===== src/rtl/mult_sequencer.sv =====
`default_nettype none
// ============================================================================
//  Module      : mult_sequencer
//  Description : Sequencing controller for the shift-add signed multiplier
//                datapath. A rising edge on Run starts one multiply: clear
//                X/A, then N_BITS iterations of (add|sub)+shift, then Done.
//                Optional macro MULT_SEQ_SKIP_ZERO_EN folds the shift into
//                the ADD cycle when M = 0, which shortens zero-bit
//                iterations to a single cycle.
//  Revision    : 1.0 - initial release
// ============================================================================
module mult_sequencer #(
    parameter int N_BITS = 8
) (
    input  logic                      Clk,
    input  logic                      Reset_Load_Clear,
    input  logic                      Run,
    input  logic                      Load_B,
    input  logic                      M,
    output logic                      Clr_XA,
    output logic                      Ld_B,
    output logic                      Add_En,
    output logic                      Sub_En,
    output logic                      Shift_En,
    output logic                      Busy,
    output logic                      Done,
    output logic [$clog2(N_BITS)-1:0] Count
);

    localparam int c_CNT_W = $clog2(N_BITS);

    // State encoding
    localparam logic [2:0] c_IDLE  = 3'd0;
    localparam logic [2:0] c_CLEAR = 3'd1;
    localparam logic [2:0] c_ADD   = 3'd2;
    localparam logic [2:0] c_SHIFT = 3'd3;
    localparam logic [2:0] c_DONE  = 3'd4;

    // Index of the final iteration; the sign-bit weight is subtracted there
    localparam logic [c_CNT_W-1:0] c_LAST = c_CNT_W'(N_BITS - 1);

    logic [2:0]         r_state;
    logic [2:0]         w_state_nxt;
    logic [c_CNT_W-1:0] r_count;
    logic               r_run_q;
    logic               w_start;
    logic               w_last;
    logic               w_cnt_inc;

    // Only a 0->1 transition of Run starts a multiply
    assign w_start = Run & ~r_run_q;
    assign w_last  = (r_count == c_LAST);

    // Count advances after each completed iteration except the final one,
    // so it never wraps and holds its last value while in DONE
`ifdef MULT_SEQ_SKIP_ZERO_EN
    assign w_cnt_inc = ~w_last & ((r_state == c_SHIFT) | ((r_state == c_ADD) & ~M));
`else
    assign w_cnt_inc = ~w_last & (r_state == c_SHIFT);
`endif

    // State register
    always_ff @(posedge Clk) begin
        if (!Reset_Load_Clear) begin
            r_state <= c_IDLE;
        end else begin
            r_state <= w_state_nxt;
        end
    end

    // Run edge-detect history; cleared on reset so a Run held high through
    // reset release still counts as a start
    always_ff @(posedge Clk) begin
        if (!Reset_Load_Clear) begin
            r_run_q <= 1'b0;
        end else begin
            r_run_q <= Run;
        end
    end

    // Iteration counter: cleared in CLEAR, incremented between iterations
    always_ff @(posedge Clk) begin
        if (!Reset_Load_Clear) begin
            r_count <= '0;
        end else if (r_state == c_CLEAR) begin
            r_count <= '0;
        end else if (w_cnt_inc) begin
            r_count <= r_count + 1'b1;
        end
    end

    // Next-state logic
    always_comb begin
        w_state_nxt = r_state;
        case (r_state)
            c_IDLE: begin
                if (w_start) begin
                    w_state_nxt = c_CLEAR;
                end
            end
            c_CLEAR: begin
                w_state_nxt = c_ADD;
            end
            c_ADD: begin
`ifdef MULT_SEQ_SKIP_ZERO_EN
                // A zero multiplier bit needs no add, so the shift happens
                // here and the separate SHIFT cycle is skipped
                if (M) begin
                    w_state_nxt = c_SHIFT;
                end else if (w_last) begin
                    w_state_nxt = c_DONE;
                end else begin
                    w_state_nxt = c_ADD;
                end
`else
                w_state_nxt = c_SHIFT;
`endif
            end
            c_SHIFT: begin
                w_state_nxt = w_last ? c_DONE : c_ADD;
            end
            c_DONE: begin
                // Wait for Run release so one press yields one multiply
                if (!Run) begin
                    w_state_nxt = c_IDLE;
                end
            end
            default: begin
                w_state_nxt = c_IDLE;
            end
        endcase
    end

    // Output decode: Busy/Done/Count from state, strobes qualified by M/Load_B
    always_comb begin
        Clr_XA   = 1'b0;
        Ld_B     = 1'b0;
        Add_En   = 1'b0;
        Sub_En   = 1'b0;
        Shift_En = 1'b0;
        Busy     = 1'b0;
        Done     = 1'b0;
        case (r_state)
            c_IDLE: begin
                Ld_B = Load_B;
            end
            c_CLEAR: begin
                Clr_XA = 1'b1;
                Busy   = 1'b1;
            end
            c_ADD: begin
                Busy = 1'b1;
                // Two's-complement: the MSB of B carries negative weight
                if (M) begin
                    Add_En = ~w_last;
                    Sub_En = w_last;
                end
`ifdef MULT_SEQ_SKIP_ZERO_EN
                else begin
                    Shift_En = 1'b1;
                end
`endif
            end
            c_SHIFT: begin
                Busy     = 1'b1;
                Shift_En = 1'b1;
            end
            c_DONE: begin
                Done = 1'b1;
                Ld_B = Load_B;
            end
            default: begin
                Busy = 1'b0;
            end
        endcase
    end

    assign Count = r_count;

endmodule
`default_nettype wire


===== config.mk =====
export PLATFORM = sky130hd
export DESIGN_NAME = mult_sequencer
export DESIGN_NICKNAME = d
export VERILOG_FILES = /design/src/rtl/mult_sequencer.sv
export SDC_FILE = /design/constraint.sdc
export NUM_CORES = 1
export LEC_CHECK = 0
export ABC_AREA = 1
export CAP_MARGIN = 20
export CELL_PAD_IN_SITES_DETAIL_PLACEMENT = 0
export CELL_PAD_IN_SITES_GLOBAL_PLACEMENT = 1
export CORE_AREA = 2 2 39 41
export DETAILED_ROUTE_END_ITERATION = 8
export DIE_AREA = 0 0 41 43
export GPL_ROUTABILITY_DRIVEN = 0
export PLACE_DENSITY = 0.75
export SLEW_MARGIN = 20
export SYNTH_ARGS = -nofsm -noshare
export SYNTH_HDL_FRONTEND = slang
export SYNTH_SLANG_ARGS = --single-unit

===== constraint.sdc =====
create_clock -name Clk -period 2.33 [get_ports Clk]
set_input_delay 0.233 -clock Clk [delete_from_list [all_inputs] [get_ports Clk]]
set_output_delay 0.233 -clock Clk [all_outputs]
set_load 0.02 [all_outputs]

# --- Word level (Yosys, flattened, before mapping) ---
# Cells that the tools add are included.
word_totals:
  reg_bits: 7
  latch_bits: 0
  ram_bits: 0
  romBits: 0
  in_bits: 5
  n_memories: 0
op_classes:
  addsub: 1
  multipliers: 0
  div: 0
  order_cmp: 0
  n_eq_ne: 7
  shifts: 0
  n_mux: 13
  bitwise_logic: 5
  n_reduce_logical: 5
ops:
  columns: ["op", "n"]
  rows:
  - ["3-bit one-hot mux with 5 select lines", 1]
  - ["1-bit 2-to-1 mux", 9]
  - ["3-bit 2-to-1 mux", 3]
  - ["3-bit by 2-bit equality test with 1-bit output, second input constant", 2]
  - ["3-bit equality test, second input constant", 2]
  - ["2-bit != test, second input constant", 2]
  - ["2-bit OR reduction", 2]
  - ["3-bit by 1-bit adder with 3-bit output, second input constant", 1]
  - ["3-bit by 1-bit equality test with 1-bit output, second input constant", 1]
  - ["3-bit logical NOT", 1]
  - ["1-bit NOT", 3]
  - ["3-bit OR reduction", 1]
  - ["1-bit AND", 2]
  - ["2-bit AND reduction", 1]

# --- Longest topological paths before layout ---
depth:
  depth_word: 4
  depth_mapped: 6

# --- Worst setup path before layout ---
# Ideal clock, no wire load.
synth_timing:
  path_type: "register -> output"
  from: "register r_count[0], in the netlist Count[0]"
  to: "output Sub_En"
  t_arrival_ps: 1405
  slack_ps: 692
  stages_incl_launch_ff: 5
  cell_sequence: "dfxtp_1 > ha_1 > ha_1 > inv_1 > nor3_1"
synth_via:
  elab_chain_cells: 3
synth_lines:
  columns: ["element", "line_no", "text"]
  rows:
  - ["start: declaration", "44", "logic [c_CNT_W-1:0] r_count;"]
  - ["start signal: assignment", "88", "r_count <= r_count + 1'b1;"]
  - ["3-bit equality test", "52", "assign w_last = (r_count == c_LAST);"]
  - ["1-bit 2-to-1 mux", "154", "if (M) begin"]
  - ["1-bit 2-to-1 mux", "143", "case (r_state)"]
  - ["end: declaration", "23", "output logic Sub_En,"]
# Every way passes these cells.

# --- Final worst setup path ---
# Ends and elaborated chain as after synthesis.

==> flow_metrics.py <==
metrics = {
    "run_status": {
        "status": "completed",
    },
    "sta": {
        "finalCriticalPeriod_ns": 2.10,
        "rsz0062_at_grt": "no",
        "relSlewSlack_pct": 85.3,
        "fin_setup_tns_ns": 0,
        "fmax_mhz": 476,
        "hold_viol": 0,
        "fin_crit_sh_pct": 90.2,
        "drv_slew": 0,
        "fin_ws_ns": 0.228,
        "fin_skew_ns": 0.000339,
        "setup_viol": 0,
        "worstMarginPinSlew_ns": 0.220,
    },
    "finish": {
        "syn_to_final_growth_pct": 51.9,
        "layout_commonest_cell": "clkdlybuf4s50_1",
        "final_cell_mix": "clkdlybuf4s50_1 (14), inv_1 (12), nand2_1 (11)",
        "final_layout_size_suffix_gt1_share_pct": 7.04,
        "insertedDiodeCount": 0,
        "nNetsFinal": 79,
        "postLayoutCellArea_um2": 546,
    },
    "yosys": {
        "syn_area_um2": 359,
        "yosys_warnings": 0,
        "synth_top_area_share_pct": 39.0,
        "yosys.area.top_type": "dfxtp_1",
        "synth_nets": 60,
        "synth.avg_cell_area_um2": 6.78,
        "synthTopCellsByArea": "dfxtp_1 (39%), inv_1 (13%), nand2_1 (11%)",
        "synth_cells": 53,
        "ys_types": 11,
        "ys_seq_area_share_pct": 39.0,
        "ys_ff_latch": 7,
    },
    "floorplan": {
        "core_area_mm2": 0.00138,
        "dieArea_mm2": 0.00176,
        "die_x_um": 41,
        "num_rows": 14,
        "ios": 15,
        "initial_utilization_pct": 25.9,
        "die_h_um": 43,
    },
    "global_route": {
        "gr-usage-all-layers_pct": 9.17,
        "first_global_vias": 319,
        "grt_overflow": 0,
        "grt_pass1_wl_um": 1150,
        "antenna_found_initial": 0,
        "grt_max_degree": 7,
    },
    "worst_setup_path": {
        "timing.rr.start": "Count[0]",
        "crit_required_ns": 2.10,
        "r2r_slack_ns": 1.09,
        "path_class": "register to primary output",
        "crit_fanout": 6,
        "r2r_end": "Count[0]",
        "setup.worst_path.start": "Count[0]",
        "rr_worst_depth": 6,
        "end_kind": "primary output",
        "startpoint_type": "register",
        "crit_end": "Sub_En",
        "cp.arrival_ns": 1.87,
    },
    "clocking": {
        "clk_latency_ns": 0.24,
        "holdBufCountCts": 0,
        "cts.clk_slew.worst_paths_ns": 0.05,
        "cts_setup_buffers": 0,
        "cts_sinks": 7,
        "clockRootBuffer": "clkbuf_4",
        "cts.htree.levels": 1,
        "post_cts_resized": 0,
        "clk_path_buf_depth": 2,
        "cts_made_buffers": 3,
        "cts_tree": "built",
    },
    "place": {
        "place_ws_ns": 0.468,
        "io_buffers": 14,
        "dp_hpwl_um": 595,
        "postPlaceCellArea_um2": 519,
    },
    "power_and_ir_drop": {
        "finalPower_mw": 0.310,
        "power.leakage_nw": 0.243,
        "power_density_mw_per_mm2": 567,
        "ir_drop_uv": 225,
    },
    "routing": {
        "via_per_inst": 4.22,
        "drt_first_pass_iters": 3,
        "drt-total-wl_um": 706,
        "drtAntennaViolNets": 0,
        "drtIter0Drc": 4,
        "post_drt_wl_per_cell_um": 8.11,
        "drcViolationCount": 0,
        "vias": 367,
    },
    "worst_hold_path": {
        "min_path_type": "register to register",
    },
    "flow_run": {
        "drv_cap": 0,
    },
}
[through the flow]
stage | utilization, % | instances | hold WS (ns)
finish | 39.4 | 87 | 0.480
detailed placement | 37.5 | 83 | 0.481
global placement | 37.5 | 83 | 0.477
global route | 39.4 | 87 | 0.508
CTS | 39.4 | 87 | 0.487
floorplan | - | 53 | 0.326
[layer usage]
layer  vias to the layer above  track usage, %  routed length [um]
met2                         9            12.5                 330
li1                        203               -                   -
met4                         0            6.00                   0
met3                         0            1.57                  27
met1                       155            12.7                 349
met5                         -               0                   0
[worst max-delay path, cell delays in order (launching register included)]
cell	delay (ns)
dfxtp_1	0.36
ha_1	0.17
ha_1	0.18
inv_1	0.11
nor3_1	0.18
clkdlybuf4s50_1	0.62
[state kept, by name, indices dropped and copies added (netlist names)]
register and count:
Count 3, r_run_q 1, r_state 3
[how the worst min path moves through the flow]
stage                  start  endpoint  cells past startpoint
detailed placement  Count[1]  Count[1]                      2
finish              Count[1]  Count[1]                      2
global route        Count[1]  Count[1]                      2
CTS                 Count[1]  Count[1]                      2
floorplan                Run   r_run_q                      2
global placement    Count[1]  Count[1]                      2
[cells in the mapped netlist]
| library cell | instances |
|---|---|
| a21oi_1 | 4 |
| dfxtp_1 | 7 |
| ha_1 | 2 |
| inv_1 | 12 |
| nand2_1 | 11 |
| nand2_2 | 1 |
| nand3_1 | 6 |
| nand4_1 | 1 |
| nor2_1 | 5 |
| nor2_4 | 1 |
| nor3_1 | 3 |
[cell families after synthesis]
logic type      count (synthesis)  synth area share, %
flops                           7                 39.0
simple gates                   28                 35.9
compound gates                  4                 5.58
buf+inv                        12                 12.5
fa+ha+maj                       2                 6.97
[power by group]
| part | switching, mW | internal, mW |
|---|---|---|
| clock network | 0.0427 | 0.0652 |
| registers | 0.00489 | 0.126 |
| logic | 0.0384 | 0.0326 |
| total | 0.0860 | 0.224 |
[cell type report]
cell class,count,area [um2]
Clock buffer,4,26.3
Fill cell,154,838
Timing Repair Buffer,14,140
Inverter,12,45.0
Tap cell,16,20.0
Sequential cell,7,140
Multi-Input combinational cell,34,174
No activity file was read; power rests on OpenSTA's default activity.
